File: config.mk
export PLATFORM = sky130hd
export DESIGN_NAME = axil_cmd_master
export DESIGN_NICKNAME = d
export VERILOG_FILES = /design/src/rtl/axil_pkg.sv /design/src/rtl/axil_cmd_master.sv
export SDC_FILE = /design/constraint.sdc
export NUM_CORES = 1
export LEC_CHECK = 0
export ABC_CLOCK_PERIOD_IN_PS = 3650
export CORE_MARGIN = 2
export CORE_UTILIZATION = 42
export CTS_BUF_LIST = sky130_fd_sc_hd__clkbuf_8 sky130_fd_sc_hd__clkbuf_16
export CTS_CLUSTER_DIAMETER = 40
export CTS_CLUSTER_SIZE = 28
export DETAILED_ROUTE_END_ITERATION = 10
export HOLD_SLACK_MARGIN = 0.06
export PLACE_DENSITY_LB_ADDON = 0.05
export SKIP_CTS_REPAIR_TIMING = 1
export SYNTH_ARGS = -nofsm -noshare
export SYNTH_HDL_FRONTEND = slang
export SYNTH_SLANG_ARGS = --single-unit
File: constraint.sdc
create_clock -name m_axi_aclk -period 3.65 [get_ports m_axi_aclk]
set_input_delay 0.9125 -clock m_axi_aclk [delete_from_list [all_inputs] [get_ports m_axi_aclk]]
set_output_delay 0.9125 -clock m_axi_aclk [all_outputs]
set_load 0.03 [all_outputs]
File: src/rtl/axil_pkg.sv
`default_nettype none
// +----------------------------------------------------------------------------+
// | Package   : axil_pkg                                                       |
// | Purpose   : Shared definitions for the AXI4-Lite command master.           |
// |             AXI response codes, master FSM state encoding and the          |
// |             register-file offsets of the attached slave.                   |
// | Revision  : 1.0 - initial release                                          |
// +----------------------------------------------------------------------------+
package axil_pkg;

  // AXI response codes
  localparam logic [1:0] RESP_OKAY    = 2'b00;
  localparam logic [1:0] RESP_SLVERR  = 2'b10;
  localparam logic [1:0] RESP_DECERR  = 2'b11;
  // Watchdog abort reports the same code as DECERR; rsp_timeout disambiguates.
  localparam logic [1:0] RESP_TIMEOUT = 2'b11;

  // Register-file offsets of the downstream slave
  localparam logic [3:0] REG_CTRL    = 4'h0;
  localparam logic [3:0] REG_STATUS  = 4'h4;
  localparam logic [3:0] REG_SCRATCH = 4'h8;

  // Master FSM state encoding
  typedef enum logic [2:0] {
    ST_IDLE   = 3'd0,
    ST_WR_REQ = 3'd1,
    ST_WR_RSP = 3'd2,
    ST_RD_REQ = 3'd3,
    ST_RD_RSP = 3'd4,
    ST_DONE   = 3'd5
  } state_e;

endpackage : axil_pkg
`default_nettype wire

File: src/rtl/axil_cmd_master.sv
`default_nettype none
// +----------------------------------------------------------------------------+
// | Module    : axil_cmd_master                                                |
// | Purpose   : Single-outstanding AXI4-Lite master. Converts a command stream |
// |             (write/read, addr, data, strobe) into one AXI4-Lite            |
// |             transaction and returns exactly one response per command.      |
// | Ports     : m_axi_aclk / m_axi_areset   clock, sync active-high reset      |
// |             cmd_*                        command in  (valid/ready)         |
// |             rsp_*                        response out (valid/ready)        |
// |             busy                         FSM not idle                      |
// |             m_axi_aw*/w*/b*/ar*/r*       AXI4-Lite master channels         |
// | Config    : AXIL_MST_TIMEOUT_EN - enables a per-phase watchdog that aborts |
// |             a hung AXI wait after TIMEOUT_CYCLES cycles (resp 2'b11,       |
// |             rsp_timeout=1). Undefined: waits forever, rsp_timeout = 0.     |
// | Revision  : 1.0 - initial release                                          |
// +----------------------------------------------------------------------------+
module axil_cmd_master
  import axil_pkg::*;
#(
  parameter int C_M_AXI_DATA_WIDTH = 32,
  parameter int C_M_AXI_ADDR_WIDTH = 4,
  parameter int TIMEOUT_CYCLES     = 256
) (
  input  logic                            m_axi_aclk,
  input  logic                            m_axi_areset,
  // command stream
  input  logic                            cmd_valid,
  output logic                            cmd_ready,
  input  logic                            cmd_write,
  input  logic [C_M_AXI_ADDR_WIDTH-1:0]   cmd_addr,
  input  logic [C_M_AXI_DATA_WIDTH-1:0]   cmd_wdata,
  input  logic [C_M_AXI_DATA_WIDTH/8-1:0] cmd_wstrb,
  // response stream
  output logic                            rsp_valid,
  input  logic                            rsp_ready,
  output logic                            rsp_write,
  output logic [C_M_AXI_DATA_WIDTH-1:0]   rsp_rdata,
  output logic [1:0]                      rsp_resp,
  output logic                            rsp_timeout,
  output logic                            busy,
  // write address channel
  output logic [C_M_AXI_ADDR_WIDTH-1:0]   m_axi_awaddr,
  output logic [2:0]                      m_axi_awprot,
  output logic                            m_axi_awvalid,
  input  logic                            m_axi_awready,
  // write data channel
  output logic [C_M_AXI_DATA_WIDTH-1:0]   m_axi_wdata,
  output logic [C_M_AXI_DATA_WIDTH/8-1:0] m_axi_wstrb,
  output logic                            m_axi_wvalid,
  input  logic                            m_axi_wready,
  // write response channel
  input  logic [1:0]                      m_axi_bresp,
  input  logic                            m_axi_bvalid,
  output logic                            m_axi_bready,
  // read address channel
  output logic [C_M_AXI_ADDR_WIDTH-1:0]   m_axi_araddr,
  output logic [2:0]                      m_axi_arprot,
  output logic                            m_axi_arvalid,
  input  logic                            m_axi_arready,
  // read data channel
  input  logic [C_M_AXI_DATA_WIDTH-1:0]   m_axi_rdata,
  input  logic [1:0]                      m_axi_rresp,
  input  logic                            m_axi_rvalid,
  output logic                            m_axi_rready
);

  localparam int STRB_W = C_M_AXI_DATA_WIDTH / 8;

  state_e                          state_q, state_d;
  logic                            aw_pend_q, aw_pend_d;   // AW not yet handshaked
  logic                            w_pend_q, w_pend_d;     // W not yet handshaked
  logic [C_M_AXI_ADDR_WIDTH-1:0]   addr_q, addr_d;
  logic [C_M_AXI_DATA_WIDTH-1:0]   wdata_q, wdata_d;
  logic [STRB_W-1:0]               wstrb_q, wstrb_d;
  logic                            rsp_write_q, rsp_write_d;
  logic [C_M_AXI_DATA_WIDTH-1:0]   rsp_rdata_q, rsp_rdata_d;
  logic [1:0]                      rsp_resp_q, rsp_resp_d;
  logic                            rsp_timeout_q, rsp_timeout_d;

`ifdef AXIL_MST_TIMEOUT_EN
  localparam int CNT_W = $clog2(TIMEOUT_CYCLES + 1);
  logic [CNT_W-1:0] cnt_q, cnt_d;
  logic             wait_phase;
  assign wait_phase = (state_q == ST_WR_REQ) || (state_q == ST_WR_RSP) ||
                      (state_q == ST_RD_REQ) || (state_q == ST_RD_RSP);
`else
  logic unused_timeout_cfg;
  assign unused_timeout_cfg = |TIMEOUT_CYCLES;
`endif

  // -------------------------------------------------------------------------
  // Next-state and datapath
  // -------------------------------------------------------------------------
  always_comb begin
    state_d       = state_q;
    aw_pend_d     = aw_pend_q;
    w_pend_d      = w_pend_q;
    addr_d        = addr_q;
    wdata_d       = wdata_q;
    wstrb_d       = wstrb_q;
    rsp_write_d   = rsp_write_q;
    rsp_rdata_d   = rsp_rdata_q;
    rsp_resp_d    = rsp_resp_q;
    rsp_timeout_d = rsp_timeout_q;

    case (state_q)
      ST_IDLE: begin
        if (cmd_valid) begin
          addr_d        = cmd_addr;
          wdata_d       = cmd_wdata;
          wstrb_d       = cmd_wstrb;
          rsp_write_d   = cmd_write;
          rsp_rdata_d   = '0;
          rsp_resp_d    = RESP_OKAY;
          rsp_timeout_d = 1'b0;
          if (cmd_write) begin
            aw_pend_d = 1'b1;
            w_pend_d  = 1'b1;
            state_d   = ST_WR_REQ;
          end else begin
            state_d   = ST_RD_REQ;
          end
        end
      end

      ST_WR_REQ: begin
        // AW and W retire independently; a channel may handshake before,
        // after or in the same cycle as the other.
        if (aw_pend_q && m_axi_awready) aw_pend_d = 1'b0;
        if (w_pend_q && m_axi_wready)   w_pend_d  = 1'b0;
        if (!aw_pend_d && !w_pend_d)    state_d   = ST_WR_RSP;
      end

      ST_WR_RSP: begin
        if (m_axi_bvalid) begin
          rsp_resp_d  = m_axi_bresp;
          rsp_rdata_d = '0;
          state_d     = ST_DONE;
        end
      end

      ST_RD_REQ: begin
        if (m_axi_arready) state_d = ST_RD_RSP;
      end

      ST_RD_RSP: begin
        if (m_axi_rvalid) begin
          rsp_rdata_d = m_axi_rdata;
          rsp_resp_d  = m_axi_rresp;
          state_d     = ST_DONE;
        end
      end

      ST_DONE: begin
        if (rsp_ready) state_d = ST_IDLE;
      end

      default: state_d = ST_IDLE;
    endcase

`ifdef AXIL_MST_TIMEOUT_EN
    // Watchdog overrides whatever the wait state decided this cycle.
    if (wait_phase && (cnt_q == CNT_W'(TIMEOUT_CYCLES))) begin
      state_d       = ST_DONE;
      aw_pend_d     = 1'b0;
      w_pend_d      = 1'b0;
      rsp_rdata_d   = '0;
      rsp_resp_d    = RESP_TIMEOUT;
      rsp_timeout_d = 1'b1;
    end
    // Counter restarts on every state entry so each wait phase gets its
    // own full budget.
    if ((state_d != state_q) || !wait_phase) cnt_d = '0;
    else                                     cnt_d = cnt_q + 1'b1;
`endif
  end

  // -------------------------------------------------------------------------
  // State registers
  // -------------------------------------------------------------------------
  always_ff @(posedge m_axi_aclk) begin
    if (m_axi_areset) begin
      state_q       <= ST_IDLE;
      aw_pend_q     <= 1'b0;
      w_pend_q      <= 1'b0;
      addr_q        <= '0;
      wdata_q       <= '0;
      wstrb_q       <= '0;
      rsp_write_q   <= 1'b0;
      rsp_rdata_q   <= '0;
      rsp_resp_q    <= RESP_OKAY;
      rsp_timeout_q <= 1'b0;
    end else begin
      state_q       <= state_d;
      aw_pend_q     <= aw_pend_d;
      w_pend_q      <= w_pend_d;
      addr_q        <= addr_d;
      wdata_q       <= wdata_d;
      wstrb_q       <= wstrb_d;
      rsp_write_q   <= rsp_write_d;
      rsp_rdata_q   <= rsp_rdata_d;
      rsp_resp_q    <= rsp_resp_d;
      rsp_timeout_q <= rsp_timeout_d;
    end
  end

`ifdef AXIL_MST_TIMEOUT_EN
  always_ff @(posedge m_axi_aclk) begin
    if (m_axi_areset) cnt_q <= '0;
    else              cnt_q <= cnt_d;
  end
`endif

  // -------------------------------------------------------------------------
  // Outputs
  // -------------------------------------------------------------------------
  assign cmd_ready     = (state_q == ST_IDLE);
  assign busy          = (state_q != ST_IDLE);
  assign rsp_valid     = (state_q == ST_DONE);
  assign rsp_write     = rsp_write_q;
  assign rsp_rdata     = rsp_rdata_q;
  assign rsp_resp      = rsp_resp_q;
  assign rsp_timeout   = rsp_timeout_q;

  assign m_axi_awaddr  = addr_q;
  assign m_axi_awprot  = 3'b000;
  assign m_axi_awvalid = aw_pend_q;
  assign m_axi_wdata   = wdata_q;
  assign m_axi_wstrb   = wstrb_q;
  assign m_axi_wvalid  = w_pend_q;
  assign m_axi_bready  = (state_q == ST_WR_RSP);

  assign m_axi_araddr  = addr_q;
  assign m_axi_arprot  = 3'b000;
  assign m_axi_arvalid = (state_q == ST_RD_REQ);
  assign m_axi_rready  = (state_q == ST_RD_RSP);

endmodule : axil_cmd_master
`default_nettype wire

==> results.sh, run 1 <==
export IMPL_vias=3060
export IMPL_fin_setup_tns_ns=0
export IMPL_yosys_area_share_simple=0.249
export IMPL_leakage_nw=1.92
export IMPL_synth_seq_area_share=0.477
export IMPL_top_usage_layer="met2"
export IMPL_cts_max_level=3
export IMPL_drive_above_1_share=0.0453
export IMPL_clock_skew_ns=0.00635
export IMPL_clock_latency_ns=0.33
export IMPL_report_final_setup_viol=0
export IMPL_insertedDiodeCount=0
export IMPL_numClockSinks=80
export IMPL_critPathKind="reg -> out"
export IMPL_place_hpwl_mm=6.14
export IMPL_fin_crit_sh=0.832
export IMPL_final_cell_mix="clkdlybuf4s50_1 (171), nand2_1 (121), dfxtp_1 (80)"
export IMPL_slowest_stage="clkdlybuf4s50_1"
export IMPL_clock_root_buffer="clkbuf_8"
export IMPL_fmax_mhz=329
export IMPL_ios=180
export IMPL_maxSlewViolCount=0
export IMPL_wl_mm=8.61
export IMPL_antenna_found_initial=0
export IMPL_hold_viol=0
export IMPL_crit_required_ns=2.74
export IMPL_avgSynthCellArea_sq_um=8.55
export IMPL_gr_usage_all_layers=0.195
export IMPL_cts_tree="yes"
export IMPL_use_met1=0.247
export IMPL_synth_seq_cells=80
export IMPL_wl_per_cell_microns=13.2
export IMPL_power_density_mw_per_mm2=622
export IMPL_drc_errors=0
export IMPL_tightest_slew_ns=0.715
export IMPL_drt_iter0_markers=121
export IMPL_grt_ovfl_total=0
export IMPL_synthAdderAreaFrac=0
export IMPL_synthMuxAreaShare=0.0995
export IMPL_fin_total_pwr_w=0.00325
export IMPL_yosysWarnings=0
export IMPL_finish_net_count=633
export IMPL_fin_crit_ns=3.04
export IMPL_hp_class="reg -> reg"
export IMPL_rsz0062_at_grt="false"
export IMPL_async_flop_share=0
export IMPL_die_area_sq_mm=0.00873
export IMPL_core_area_sq_mm=0.00773
export IMPL_worstPathCellList="nor2b_1 -> and2_1 -> clkdlybuf4s50_1"
export IMPL_grt_first_pass_wirelength_mm=13.6
export IMPL_fillCellCount=664
export IMPL_maxCapViolCount=0
export IMPL_fp_row_count=32
export IMPL_critPathArrivalTime_ns=2.12
export IMPL_ir_worst_vdd_mv=0.423
export IMPL_crit_fanout=10
export IMPL_syn_inst=393
export IMPL_synth_edf_count=0
export IMPL_chipWidth_microns=93.4
export IMPL_final_common_cell="clkdlybuf4s50_1"
export IMPL_grt_max_degree=48
export IMPL_die_h_microns=93.4
export IMPL_cts_made_buffers=9
export IMPL_viasPerCell=4.68
export IMPL_grt_pass1_vias=2858
export IMPL_synthToLayoutAreaGrowth_pct=55.4
export IMPL_start_util=0.435
export IMPL_end_kind="output port"
export IMPL_cts_path_max_buffers=2
export IMPL_synth_compound_area_frac=0.0972
export IMPL_netlist_area_sq_mm=0.00336
export IMPL_synth_top_family_by_area="simple AND/OR/NAND/NOR gates"
export IMPL_grt_util_met3=0.0548
export IMPL_crit_path_start_kind="flop"
export IMPL_first_pass_iters=4
export IMPL_path_clk_slew_ns=0.08
export IMPL_preCtsSetupSlack_ns=0.958
export IMPL_place_congestion=0.734
export IMPL_worst_slack_ns=0.614
export IMPL_relSlewSlack=0.523
export IMPL_place_port_buffers=172
export IMPL_synth_cell_types=34
export IMPL_use_met2=0.322
export IMPL_ant_nets=0
export IMPL_outcome="finished, final reports clean"
export IMPL_ys_flop_type="dfxtp_1"
export IMPL_synth_xor_area_share=0
export IMPL_critPathMaxStageDelay_ns=0.68
==> Yosys cell counts, types with 2 or more instances <==
master,number,area share
or4_1,2,0.0045
nand3_1,2,0.0030
o21ai_0,3,0.0045
and2_1,4,0.0075
a21oi_1,45,0.067
nor3_2,2,0.0060
buf_4,16,0.036
a22oi_1,2,0.0045
buf_6,4,0.013
inv_1,4,0.0045
clkbuf_1,15,0.017
nor2_1,3,0.0034
nand2_1,121,0.14
dfxtp_1,80,0.48
buf_2,3,0.0045
mux2i_1,32,0.095
nand2b_1,35,0.065
nor2b_1,4,0.0075
==> area by class of cell <==
type	instances	area (sq um)	area share
clock inverters	5	47.5	0.00911
flip-flops and latches	80	1600	0.307
clock buffers	11	151	0.0290
inverters	4	15.0	0.00288
repair buffers	176	1750	0.335
well taps	102	128	0.0245
multi-input cells	276	1530	0.293
==> metrics by stage <==
stage               utilization  hold slack, ns  instances  instance area, sq um
floorplan                     -           0.581        399                  3380
global placement          0.650           0.441        638                  5020
detailed placement        0.650           0.446        638                  5020
CTS                       0.675           0.455        654                  5220
global route              0.675           0.471        654                  5220
finish                    0.675           0.455        654                  5220
==> final timing paths <==
kind | slack (ns) | depth (start not counted) | start | end
worst max-delay path | 0.61 | 3 | state_q[1] | m_axi_arvalid
worst min-delay path | 0.45 | 2 | m_axi_wdata[5] | m_axi_wdata[5]
worst max register to register | 1.56 | 5 | state_q[0] | m_axi_wdata[14]
worst min register to register | 0.45 | 2 | m_axi_wdata[5] | m_axi_wdata[5]
==> where the power goes <==
group	internal (W)	leakage (nW)	switching, W
logic	0.000619	1.16	0.000849
clock network	0.000347	0.112	0.000299
registers	0.00101	0.651	0.000120
==> worst max-delay path: cells and delay by family, from the launching register on <==
| kind | cells | cell delay [ns] |
|---|---|---|
| buffers and inverters | 1 | 0.68 |
| AND/OR/NAND/NOR | 2 | 0.56 |
| flip-flops | 1 | 0.55 |
==> flip-flops by register name (all words and copies together), names as in the netlist <==
signal / flops
rsp_write: 1
m_axi_awvalid: 1
m_axi_wdata: 32
m_axi_wstrb: 4
state_q: 3
rsp_resp: 2
m_axi_wvalid: 1
m_axi_araddr: 4
rsp_rdata: 32
==> layer usage <==
metal | wire (microns) | share of wire | vias to the layer above
li1 | - | - | 1559
met1 | 3760 | 0.44 | 1386
met2 | 4100 | 0.48 | 106
met3 | 644 | 0.075 | 9
met4 | 104 | 0.012 | 0
met5 | 0 | 0 | -
==> logic make-up (layout without fill, tap and decap cells) <==
group	count (synthesis)	count (layout)
other cells	1	7
mux	33	33
buf+inv	43	196
flops	80	80
simple gates	179	179
compound gates	57	57
Power figures use the tool's default switching activity.
==> run 2, diff against run 1 <==
--- a/config.mk
+++ b/config.mk
@@ -5,9 +5,9 @@
 export SDC_FILE = /design/constraint.sdc
 export NUM_CORES = 1
 export LEC_CHECK = 0
-export ABC_CLOCK_PERIOD_IN_PS = 3650
+export ABC_CLOCK_PERIOD_IN_PS = 2540
 export CORE_MARGIN = 2
-export CORE_UTILIZATION = 42
+export CORE_UTILIZATION = 35
 export CTS_BUF_LIST = sky130_fd_sc_hd__clkbuf_8 sky130_fd_sc_hd__clkbuf_16
 export CTS_CLUSTER_DIAMETER = 40
 export CTS_CLUSTER_SIZE = 28
==> constraint.sdc (replaced) <==
create_clock -name m_axi_aclk -period 2.54 [get_ports m_axi_aclk]
set_input_delay 0.635 -clock m_axi_aclk [delete_from_list [all_inputs] [get_ports m_axi_aclk]]
set_output_delay 0.635 -clock m_axi_aclk [all_outputs]
set_load 0.03 [all_outputs]
==> run 2 against run 1 <==
Compared with the run above:
- via count barely moved
- sequential share of layout area fell by 0.35 points
- combinational power rose by 48%
- worst hold slack barely moved
- routed wire length rose by 3.8%
- core utilization fell by 11 points
==> results.sh, run 2 (synthesis gave the netlist of run 1 again) <==
export IMPL_outcome="finished, final reports clean"
export IMPL_report_final_setup_viol=0
export IMPL_fp_row_count=35
export IMPL_grt_pass1_vias=2860
export IMPL_ff_latch_area_sq_mm=0.00160
export IMPL_fin_crit_sh=0.958
export IMPL_place_hpwl_mm=6.47
export IMPL_leakage_nw=1.97
export IMPL_first_pass_iters=4
export IMPL_numClockSinks=80
export IMPL_place_area_sq_mm=0.00509
export IMPL_grt_ovfl_total=0
export IMPL_clock_root_buffer="clkbuf_8"
export IMPL_cts_path_max_buffers=2
export IMPL_critPathKind="reg -> out"
export IMPL_fin_setup_tns_ns=0
export IMPL_hp_class="reg -> reg"
export IMPL_grt_first_pass_wirelength_mm=13.7
export IMPL_drc_errors=0
export IMPL_critPathArrivalTime_ns=1.80
export IMPL_antenna_found_initial=0
export IMPL_viasPerCell=4.47
export IMPL_multi_input_area_sq_mm=0.00153
export IMPL_path_clk_slew_ns=0.08
export IMPL_slowest_stage="clkdlybuf4s50_1"
export IMPL_final_common_cell="clkdlybuf4s50_1"
export IMPL_insertedDiodeCount=0
export IMPL_cts_made_buffers=9
export IMPL_ant_nets=0
export IMPL_final_cell_mix="clkdlybuf4s50_1 (169), nand2_1 (121), dfxtp_1 (79)"
export IMPL_end_kind="output port"
export IMPL_drt_iter0_markers=88
export IMPL_tightest_slew_ns=0.716
export IMPL_ir_worst_vdd_mv=0.580
export IMPL_cts_tree="yes"
export IMPL_cp_top_family="buffers and inverters"
export IMPL_worstPathCellList="nor3_2 -> clkdlybuf4s50_1"
export IMPL_finish_net_count=638
export IMPL_relSlewSlack=0.523
export IMPL_synthToLayoutAreaGrowth_pct=57.3
export IMPL_fin_area_sq_mm=0.00528
export IMPL_drive_above_1_share=0.0541
export IMPL_power_density_mw_per_mm2=886
export IMPL_maxCapViolCount=0
export IMPL_fin_util=0.569
export IMPL_grt_max_degree=42
export IMPL_wl_mm=8.94
export IMPL_gr_usage_all_layers=0.169
export IMPL_start_util=0.362
export IMPL_dp_cells=670
export IMPL_die_area_sq_mm=0.0104
export IMPL_crit_fanout=7
export IMPL_final_cells=684
export IMPL_crit_path_start_kind="flop"
export IMPL_fin_total_pwr_w=0.00468
export IMPL_hold_viol=0
export IMPL_crit_required_ns=1.90
export IMPL_critPathMaxStageDelay_ns=0.73
export IMPL_fillCellCount=854
export IMPL_path_buf_inv=1
export IMPL_clock_skew_ns=0.00895
export IMPL_vias=3058
export IMPL_fmax_mhz=411
export IMPL_core_area_sq_mm=0.00928
export IMPL_wl_per_cell_microns=13.1
export IMPL_ios=180
export IMPL_clock_latency_ns=0.35
export IMPL_place_congestion=0.770
export IMPL_maxSlewViolCount=0
export IMPL_rsz0062_at_grt="false"
export IMPL_place_port_buffers=172
export IMPL_fin_crit_ns=2.43
export IMPL_chipWidth_microns=102
export IMPL_cts_max_level=3
export IMPL_die_h_microns=102
## run 2: area by class of cell
type | instances | share of cell area
Multi-Input combinational cell | 276 | 0.289
Inverter | 4 | 0.00284
Tap cell | 129 | 0.0306
Sequential cell | 80 | 0.303
Clock buffer | 10 | 0.0261
Clock inverter | 4 | 0.00900
Timing Repair Buffer | 181 | 0.339
## run 2: worst paths after layout
path	startpoint	endpoint	slack [ns]	cells past startpoint
max reg2reg	state_q[2]	rsp_rdata[21]	0.76	4
min	m_axi_wdata[10]	m_axi_wdata[10]	0.46	2
max	state_q[2]	cmd_ready	0.11	2
min reg2reg	m_axi_wdata[10]	m_axi_wdata[10]	0.46	2
## run 2: power breakdown
part | leakage (nW) | switching (W) | internal, W
logic | 1.22 | 0.00125 | 0.000923
clock network | 0.0994 | 0.000442 | 0.000467
registers | 0.651 | 0.000143 | 0.00146
total | 1.97 | 0.00184 | 0.00285
## run 2: through the flow
stage	setup slack [ns]	hold slack, ns
final	0.106	0.455
after detailed placement	0.131	0.448
after global routing	0.00310	0.474
after CTS	-0.0847	0.458
after floorplan	0.632	0.581
after global placement	0.167	0.441
## run 2: worst min-delay path, delay by kind of cell, from the launching register on
kind,cells,cell delay (ns)
and+or+nand+nor,1,0.05
DFF,1,0.31
AOI/OAI and AO/OA,1,0.05
## run 2: layer usage
metal  wire (microns)  up-vias  track usage  share of wire
met5                0        -            0              0
met4              138        0       0.0718          0.015
li1                 -     1566            -              -
met2             4340       99        0.279           0.49
met3              714        8       0.0636          0.080
met1             3750     1385        0.199           0.42
==> run 3, diff against run 2 <==
--- a/config.mk
+++ b/config.mk
@@ -6,12 +6,12 @@
 export NUM_CORES = 1
 export LEC_CHECK = 0
 export ABC_CLOCK_PERIOD_IN_PS = 2540
-export CORE_MARGIN = 2
 export CORE_UTILIZATION = 35
 export CTS_BUF_LIST = sky130_fd_sc_hd__clkbuf_8 sky130_fd_sc_hd__clkbuf_16
 export CTS_CLUSTER_DIAMETER = 40
 export CTS_CLUSTER_SIZE = 28
 export DETAILED_ROUTE_END_ITERATION = 10
+export GPL_TIMING_DRIVEN = 0
 export HOLD_SLACK_MARGIN = 0.06
 export PLACE_DENSITY_LB_ADDON = 0.05
 export SKIP_CTS_REPAIR_TIMING = 1
==> run 3 against run 2 <==
Compared with the run above:
- core utilization increased by 1.8 points
- sequential power fell by 3%
- critical path depth increased by 1
- via count grew 3.6%
==> results.sh, run 3 (synthesis gave the netlist of run 1 again) <==
export IMPL_grt_pass1_vias=3090
export IMPL_clock_skew_ns=0.00924
export IMPL_cts_path_max_buffers=2
export IMPL_grt_first_pass_wirelength_mm=14.5
export IMPL_report_final_setup_viol=0
export IMPL_path_clk_slew_ns=0.08
export IMPL_ios=180
export IMPL_ant_nets=0
export IMPL_place_port_buffers=172
export IMPL_crit_required_ns=1.90
export IMPL_critPathMaxStageDelay_ns=0.73
export IMPL_end_kind="output port"
export IMPL_rsz0062_at_grt="false"
export IMPL_final_cell_mix="clkdlybuf4s50_1 (168), nand2_1 (121), dfxtp_1 (80)"
export IMPL_clock_latency_ns=0.34
export IMPL_core_area_sq_mm=0.00928
export IMPL_preCtsSetupSlack_ns=-0.0395
export IMPL_wl_per_cell_microns=12.5
export IMPL_critPathArrivalTime_ns=1.79
export IMPL_viasPerCell=4.43
export IMPL_final_cells=716
export IMPL_finish_net_count=668
export IMPL_place_congestion=0.820
export IMPL_cts_made_buffers=9
export IMPL_ir_worst_vdd_mv=0.587
export IMPL_ff_latch_area_sq_mm=0.00160
export IMPL_fillCellCount=883
export IMPL_grt_ovfl_total=0
export IMPL_start_util=0.362
export IMPL_synthToLayoutAreaGrowth_pct=62.3
export IMPL_gr_usage_all_layers=0.184
export IMPL_final_common_cell="clkdlybuf4s50_1"
export IMPL_die_area_sq_mm=0.00999
export IMPL_place_hpwl_mm=6.77
export IMPL_drc_errors=0
export IMPL_hp_class="reg -> reg"
export IMPL_fmax_mhz=412
export IMPL_vias=3169
export IMPL_antenna_found_initial=0
export IMPL_cts_tree="yes"
export IMPL_clock_root_buffer="clkbuf_8"
export IMPL_worst_slack_ns=0.110
export IMPL_fin_crit_sh=0.957
export IMPL_fp_row_count=35
export IMPL_crit_fanout=10
export IMPL_fin_total_pwr_w=0.00474
export IMPL_slowest_stage="clkdlybuf4s50_1"
export IMPL_leakage_nw=2.09
export IMPL_worstPathCellList="buf_6 -> nor3_2 -> clkdlybuf4s50_1"
export IMPL_critPathKind="reg -> out"
export IMPL_numClockSinks=80
export IMPL_hold_viol=0
export IMPL_drive_above_1_share=0.0767
export IMPL_cts_max_level=3
export IMPL_grt_max_degree=14
export IMPL_die_h_microns=100
export IMPL_wl_mm=8.98
export IMPL_drt_iter0_markers=103
export IMPL_maxSlewViolCount=0
export IMPL_insertedDiodeCount=0
export IMPL_maxCapViolCount=0
export IMPL_multi_input_area_sq_mm=0.00153
export IMPL_fin_crit_ns=2.43
export IMPL_outcome="finished, final reports clean"
export IMPL_dp_cells=700
export IMPL_first_pass_iters=4
export IMPL_power_density_mw_per_mm2=870
export IMPL_crit_path_start_kind="flop"
export IMPL_chipWidth_microns=100
[run 3: cell types whose count changed in the layout (fill, tap and decap cells not counted), moves of 2 or more]
| cell | change |
|---|---|
| buf_6 | +4 |
| clkbuf_1 | +15 |
| clkinvlp_4 | +4 |
| dlymetal6s2s_1 | +2 |
| buf_2 | +2 |
| buf_4 | +7 |
[run 3: cell type report]
| class | count | area share |
|---|---|---|
| clock inverters | 6 | 0.00689 |
| plain buffers | 39 | 0.0443 |
| well taps | 129 | 0.0296 |
| clock buffers | 10 | 0.0252 |
| inverters | 4 | 0.00275 |
| multi-input cells | 276 | 0.280 |
| flip-flops and latches | 80 | 0.294 |
| repair buffers | 172 | 0.318 |
[run 3: final timing paths]
kind | slack [ns] | to | startpoint | depth (start not counted)
setup reg to reg | 0.86 | rsp_rdata[25] | state_q[2] | 6
hold / removal | 0.45 | m_axi_wstrb[0] | m_axi_wstrb[0] | 2
setup / recovery | 0.11 | cmd_ready | state_q[1] | 3
hold reg to reg | 0.45 | m_axi_wstrb[0] | m_axi_wstrb[0] | 2
[run 3: worst max-delay path, delay by kind of cell (launching register included)]
kind	cells	cell delay, ns
buf+inv	2	0.86
flops	1	0.31
simple gates	1	0.28
[run 3: where the power goes]
group          switching, W  total (W)  internal (W)
Clock              0.000460   0.000835      0.000375
Sequential        0.0000967    0.00155       0.00145
Combinational       0.00134    0.00236       0.00102
[run 3: layer usage]
metal	vias up	wire length, microns	track usage
li1	1626	-	-
met1	1434	3870	0.220
met2	99	4280	0.311
met3	10	717	0.0585
met4	0	115	0.0611
met5	-	0	0
[run 3: stage by stage]
| step | hold WS, ns | TNS, ns | utilization | cell area, sq um |
|---|---|---|---|---|
| floorplan | 0.581 | 0 | - | 3380 |
| global placement | 0.440 | -0.00215 | 0.567 | 5260 |
| detailed placement | 0.447 | -0.542 | 0.567 | 5260 |
| CTS | 0.459 | -0.259 | 0.586 | 5440 |
| global route | 0.471 | 0 | 0.587 | 5450 |
| finish | 0.453 | 0 | 0.587 | 5450 |
